$ cat config.mk
export PLATFORM = sky130hd
export DESIGN_NAME = t_block_seq
export DESIGN_NICKNAME = d
export VERILOG_FILES = /design/src/rtl/t_block_seq.sv
export SDC_FILE = /design/constraint.sdc
export NUM_CORES = 1
export LEC_CHECK = 0
export BUFFER_PORTS_ARGS = -buffer_cell sky130_fd_sc_hd__clkbuf_2
export CAP_MARGIN = 20
export CORE_AREA = 5 5 181 314
export DETAILED_ROUTE_END_ITERATION = 8
export DIE_AREA = 0 0 186 319
export PLACE_DENSITY = 0.83
export SLEW_MARGIN = 30
export SYNTH_ARGS = -nofsm -noshare
export SYNTH_HDL_FRONTEND = slang
export SYNTH_SLANG_ARGS = --single-unit
$ cat constraint.sdc
create_clock -name clk -period 30.2 [get_ports clk]
set_input_delay 6.04 -clock clk [delete_from_list [all_inputs] [get_ports clk]]
set_output_delay 6.04 -clock clk [all_outputs]
set_load 0.03 [all_outputs]
$ cat src/rtl/t_block_seq.sv
// Sequencer that streams DH joint parameters from a small register file into a
// fixed-latency t_block and tags each issued joint so the results can be tracked.
module t_block_seq #(
  parameter int NJ  = 6,
  parameter int LAT = 26,
  parameter int W   = 27
) (
  input  logic         clk,
  input  logic         rst,
  input  logic         cfg_we,
  input  logic [2:0]   cfg_joint,
  input  logic [1:0]   cfg_field,
  input  logic [W-1:0] cfg_data,
  input  logic [3:0]   num_joints,
  input  logic         start,
  output logic         busy,
  output logic         done,
  output logic         err,
  output logic [W-1:0] tb_alpha,
  output logic [W-1:0] tb_theta,
  output logic [W-1:0] tb_a,
  output logic [W-1:0] tb_d,
  output logic         tb_en,
  output logic         res_valid,
  output logic [2:0]   res_joint
);

  localparam logic [1:0] IDLE  = 2'd0;
  localparam logic [1:0] ISSUE = 2'd1;
  localparam logic [1:0] DRAIN = 2'd2;
  localparam logic [3:0] NJ4   = 4'(NJ);

  logic [1:0]   state;
  logic [2:0]   idx;
  logic [3:0]   n;
  logic [W-1:0] alpha_rf [NJ];
  logic [W-1:0] theta_rf [NJ];
  logic [W-1:0] a_rf     [NJ];
  logic [W-1:0] d_rf     [NJ];
  logic [3:0]   tag_sr   [LAT];
  logic [3:0]   tag_push;
  logic         start_ok;
  logic         last_issue;
  logic         cfg_ok;

  assign start_ok   = (num_joints != 4'd0) && (num_joints <= NJ4);
  assign last_issue = (state == ISSUE) && ({1'b0, idx} == n - 4'd1);
  assign cfg_ok     = cfg_we && (state == IDLE) && ({1'b0, cfg_joint} < NJ4);

  assign busy      = (state != IDLE);
  assign tb_en     = (state != IDLE);
  assign err       = (state == IDLE) && start && !start_ok;
  assign res_valid = tag_sr[LAT-1][3];
  assign res_joint = tag_sr[LAT-1][2:0];
  assign done      = (state == DRAIN) && res_valid && ({1'b0, res_joint} == n - 4'd1);

  // A write in the same IDLE cycle as start commits on the start edge, so the
  // first ISSUE cycle already reads the new value.
  always_ff @(posedge clk or posedge rst) begin
    if (rst) begin
      for (int i = 0; i < NJ; i++) begin
        alpha_rf[i] <= '0;
        theta_rf[i] <= '0;
        a_rf[i]     <= '0;
        d_rf[i]     <= '0;
      end
    end else if (cfg_ok) begin
      case (cfg_field)
        2'd0:    alpha_rf[cfg_joint] <= cfg_data;
        2'd1:    theta_rf[cfg_joint] <= cfg_data;
        2'd2:    a_rf[cfg_joint]     <= cfg_data;
        default: d_rf[cfg_joint]     <= cfg_data;
      endcase
    end
  end

  always_ff @(posedge clk or posedge rst) begin
    if (rst) begin
      state <= IDLE;
      idx   <= '0;
      n     <= '0;
    end else begin
      case (state)
        IDLE: begin
          if (start && start_ok) begin
            n     <= num_joints;
            idx   <= '0;
            state <= ISSUE;
          end
        end
        ISSUE: begin
          idx <= idx + 3'd1;
          if (last_issue) state <= DRAIN;
        end
        DRAIN: begin
          if (done) state <= IDLE;
        end
        default: state <= IDLE;
      endcase
    end
  end

  always_comb begin
    tb_alpha = '0;
    tb_theta = '0;
    tb_a     = '0;
    tb_d     = '0;
    tag_push = 4'd0;
    if (state == ISSUE) begin
      tb_alpha = alpha_rf[idx];
      tb_theta = theta_rf[idx];
      tb_a     = a_rf[idx];
      tb_d     = d_rf[idx];
      tag_push = {1'b1, idx};
    end
  end

  // The tag pipe mirrors the t_block delay so each result carries its joint index.
  always_ff @(posedge clk or posedge rst) begin
    if (rst) begin
      for (int i = 0; i < LAT; i++) tag_sr[i] <= 4'd0;
    end else begin
      tag_sr[0] <= tag_push;
      for (int i = 1; i < LAT; i++) tag_sr[i] <= tag_sr[i-1];
    end
  end

endmodule

# --- Yosys cells after proc, flatten, opt, wreduce, memory -nomap -nowiden ---
# Index checks and enable logic that the tools add are counted.
classes:
  n_addsub: 2
  order_cmp: 5
  eq_ne: 9
  mux: 29
  n_bitwise: 3
  n_reduce_logical: 24
op_table:
  columns: ["operator", "count"]
  rows:
  - ["162-bit bitwise mux", 4]
  - ["27-bit two-way mux", 13]
  - ["27-bit binary-select mux with 3-bit select", 4]
  - ["27-bit demux with 3-bit select", 1]
  - ["2-bit AND reduction", 6]
  - ["1-bit logical AND", 10]
  - ["3-bit by 4-bit equality test with 1-bit output", 2]
  - ["4-bit greater-or-equal comparator (second input constant)", 2]
  - ["3-bit NOT with 4-bit output", 2]
  - ["2-bit two-way mux", 3]
  - ["2-bit case mux with 3 select lines", 1]
  - ["3-bit case mux with 2 select lines", 1]
  - ["2-bit by 1-bit equality test with 1-bit output (second input constant)", 2]
  - ["2-bit equality test (second input constant)", 2]
  - ["4-bit by 3-bit less-or-equal comparator with 1-bit output (second input constant)", 1]
  - ["2-bit zero test", 2]
  - ["4-bit by 1-bit < comparator with 1-bit output (second input constant)", 1]
  - ["4-bit two-way mux", 1]
  - ["2-bit != test (second input constant)", 2]
  - ["2-bit nonzero test", 2]
  - ["4-bit nonzero test", 1]
  - ["4-bit by 1-bit subtractor with 4-bit output (second input constant)", 1]
  - ["3-bit by 1-bit adder with 3-bit output (second input constant)", 1]
  - ["3-bit < comparator (second input constant)", 1]
  - ["other kinds (6)", 6]
totals:
  regBits: 761
  output_inout_bits: 116

# --- Longest topological paths before layout ---
logic_depth:
  word_depth: 6
  mapped_depth: 6
  depth_no_buf: 6

# --- Least setup slack after synthesis ---
# No wires, ideal clock.
synth_path:
  path_kind: "input-to-output"
  startpoint: "input num_joints[0]"
  endpoint: "output err"
  t_arrival_ps: 6692
  t_required_ps: 24160
  slack_ps: 17468
  path_stages: 3
  n_path_buf: 0
  path_cell_list: "nor3_1 > nor3_1 > nor2_1"
synth_via:
  elab_chain_len: 4
  word_cells_on_any_way: 5
synth_lines:
  columns: ["item", "line_no", "source"]
  rows:
  - ["start: declaration", "14", "input logic [3:0] num_joints,"]
  - ["4-bit by 3-bit less-or-equal comparator with 1-bit output / 4-bit nonzero test (equally long branches)", "46", "assign start_ok = (num_joints != 4'd0) && (num_joints <= NJ4);"]
  - ["1-bit logical AND (*)", "46", null]
  - ["1-bit zero test (*)", "52", "assign err = (state == IDLE) && start && !start_ok;"]
  - ["1-bit logical AND (*)", "52", null]
  - ["end: declaration", "18", "output logic err,"]
# Every way passes the cells marked *; elsewhere a longest branch is shown, timed or not.

# --- Final worst setup path ---
layout_path:
  startpoint: "input num_joints[2]"
  endpoint: "output err"
# The elaborated chain is that of the path after synthesis.

==> impl_metrics.json <==
{
  "nNetsFinal": 2221,
  "first_iter_violations": 1272,
  "start_util": 0.603,
  "min_from": "tag_sr[59]",
  "crit_top_cell": "clkbuf_2",
  "rsz0062_at_grt": "no",
  "yosysWarningCount": 0,
  "grt_antenna_before_repair": 4,
  "cts_max_level": 3,
  "area_delta_synth_final_pct": 11.4,
  "dieWidth_um": 186,
  "finalSetupViolCount": 0,
  "die_y_um": 319,
  "avgSynthCellArea_um2": 15.5,
  "ant_nets": 0,
  "max_freq_mhz": 78.1,
  "fillers": 3628,
  "drv_cap": 0,
  "finalHoldViolations": 0,
  "finalCritPeriodShare": 0.424,
  "r2r_start": "state[0]",
  "clock_latency_ns": 0.61,
  "place_ws_ns": 17.38,
  "core_area_um2": 54000,
  "min_delay_path_depth": 0,
  "switching_share": 0.318,
  "gp_congestion": 0.758,
  "fin_ws_ns": 17.39,
  "skew_ns": 0.0186,
  "worstPathCellList": "clkbuf_2, and3_1, nor3_1, nor2_1, clkbuf_2",
  "path_max_fanout": 3,
  "grt_max_degree": 196,
  "grt_pass1_wl_um": 123000,
  "seqPwrFrac": 0.438,
  "netlist_area_um2": 32600,
  "syn_nets": 2151,
  "p_comb_frac": 0.314,
  "route.detailed.drc": 0,
  "min_path_type": "flip-flop to flip-flop",
  "power_density_nw_per_um2": 96.6,
  "place_area_um2": 33900,
  "grt_overflow": 0,
  "dp_hpwl_um": 44700,
  "stdcell_count": 2920,
  "firstDrtPassIters": 5,
  "io_pins": 156,
  "portBuffers": 155,
  "outcome": "completed",
  "wire_per_inst_um": 26.4,
  "final_area_um2": 36300,
  "critical_path_required_ns": 24.16,
  "grt_usage": 0.269,
  "hold_buffers": 0,
  "r2r_end": "theta_rf[122]",
  "cts-resized-gates": 0,
  "reg2regPathDepth": 3,
  "postRouteWirelength_um": 77200,
  "cpMaxStageDelayCell": "nor3_1",
  "peakVddDrop_uv": 71.6,
  "period_needed_ns": 12.81,
  "power.switching_w": 0.00112,
  "cpPeakStageDelay_ns": 0.20,
  "vias_per_cell": 6.36,
  "num_vias": 18600,
  "slew_headroom": 0.281,
  "critical_path_arrival_ns": 6.77,
  "numCtsBuffers": 67,
  "drive_above_1_share": 0.530,
  "pwr-share-clk": 0.248,
  "startpoint_type": "input port",
  "tightest_slew_ns": 1.07,
  "clock_sinks": 761,
  "root_buffer": "clkbuf_16",
  "reg2reg_slack_ns": 27.27,
  "clockBufferDepth": 3,
  "crit_start": "num_joints[2]",
  "row_count": 113,
  "seq_area_frac_synth": 0.584,
  "p_int_w": 0.00239,
  "critical_path_class": "input port to primary output",
  "synth-seq-cells": 761,
  "post_cts_buffers": 0,
  "post-place-cells": 2797,
  "synth_cell_types": 38,
  "path_clk_slew_ns": 0.07,
  "syn_inst": 2109,
  "tns_ns": 0,
  "grt_pass1_vias": 21000,
  "p_leak_nw": 17.3,
  "slew_violations": 0,
  "hold-path-endpoint": "tag_sr[55]",
  "cts_tree": "yes",
  "die-area_um2": 59300,
  "cp-end-kind": "primary output"
}
-- layout make-up --
class / count / area (um2) / share of cell area
clock buffer: 93 / 1950 / 0.0536
inverter: 6 / 37.5 / 0.00103
clock inverter: 23 / 287 / 0.00789
tap: 690 / 863 / 0.0238
sequential: 761 / 19100 / 0.525
timing repair buffer: 181 / 1280 / 0.0352
multi-input combinational: 1162 / 12800 / 0.354
antenna: 4 / 10.0 / 0.000276
-- layer usage --
| metal | vias up | routed length, um | GRT usage |
|---|---|---|---|
| met4 | 0 | 3400 | 0.117 |
| met2 | 613 | 40700 | 0.459 |
| met5 | - | 0 | 0 |
| met1 | 9963 | 29500 | 0.343 |
| li1 | 7789 | - | - |
| met3 | 213 | 3550 | 0.0379 |
-- worst max-delay path by stage --
stage / cells past startpoint / end / slack [ns]
after detailed placement: 5 / err / 17.38
after global placement: 5 / err / 17.34
after CTS: 5 / err / 17.38
after floorplan: 1 / a_rf[0] / 2.80
final: 5 / err / 17.39
after global routing: 5 / err / 17.32
-- synth_stat cells (all sizes together) --
library cell / n / area share
a21o: 1 / 0.00023
a22oi: 108 / 0.025
and2: 3 / 0.00058
and3: 3 / 0.00058
buf: 80 / 0.012
clkbuf: 100 / 0.012
dfrtp: 761 / 0.58
ha: 2 / 0.00077
inv: 6 / 0.00069
mux2: 759 / 0.26
mux4: 108 / 0.075
nand2: 22 / 0.0036
nand2b: 4 / 0.00077
nand3: 1 / 0.00015
nand3b: 1 / 0.00023
nand4b: 2 / 0.00054
nor2: 122 / 0.015
nor2b: 1 / 0.00019
nor3: 6 / 0.0014
nor3b: 2 / 0.00077
nor4: 2 / 0.00058
nor4b: 1 / 0.00046
o21ai: 1 / 0.00015
o22ai: 1 / 0.00019
or3b: 1 / 0.00027
or4: 1 / 0.00023
xnor2: 9 / 0.0024
xor2: 1 / 0.00027
-- through the flow --
step / utilization / power (W) / hold WS [ns]
floorplan: - / 0.00234 / 0.331
global placement: 0.623 / 0.00257 / 0.332
detailed placement: 0.628 / 0.00265 / 0.335
CTS: 0.670 / 0.00353 / 0.345
global route: 0.672 / 0.00368 / 0.349
finish: 0.672 / 0.00351 / 0.340
-- power groups by stage --
stage	clock network, W	logic [W]	registers (W)
after detailed placement	0	0.00110	0.00155
after floorplan	0	0.000868	0.00148
after CTS	0.000884	0.00111	0.00153
after global routing	0.000927	0.00118	0.00157
final	0.000870	0.00110	0.00154
after global placement	0	0.00106	0.00151
-- state kept, by name (all words and copies together) (netlist names) --
signal and flops:
a_rf 162, res_joint 3, state 2, theta_rf 162
d_rf 162, idx 3, alpha_rf 162, res_valid 1
tag_sr 100, n 4
-- cell families (layout without fill, tap and decap cells) --
| logic type | Yosys count | count (layout) | synth area share |
|---|---|---|---|
| flops | 761 | 761 | 0.584 |
| mux | 867 | 867 | 0.337 |
| compound gates | 111 | 111 | 0.0255 |
| fa+ha+maj | 2 | 2 | 0.000768 |
| simple gates | 172 | 172 | 0.0250 |
| buf+inv | 186 | 303 | 0.0247 |
| other cells | 0 | 4 | 0 |
| xor+xnor | 10 | 10 | 0.00269 |
-- worst max-delay path: cells and delay by family --
family	cells	cell delay, ns
and+or+nand+nor	3	0.45
buffers and inverters	2	0.28
-- layout by cell type (no fill, tap or decap), types with 4 or more instances in the layout --
master     Yosys  routed
dfrtp_1      761     759
nor2_4         0       9
mux2_2       745     745
bufinv_16      0       5
nor2_1       114     113
mux4_2       108     108
mux2_1        14      14
nand2_2       14       8
clkbuf_16      0      68
buf_4          8       5
diode_2        0       4
clkbuf_8       0      15
buf_16         0      13
clkbuf_1      99      10
a22oi_1      108     108
clkinv_2       0      11
xnor2_1        9       9
buf_6          0       6
clkbuf_2       1     155
nand2_1        8       6
clkinv_8       0       4
nand2_4        0       8
(Power assumes the default switching activity.)
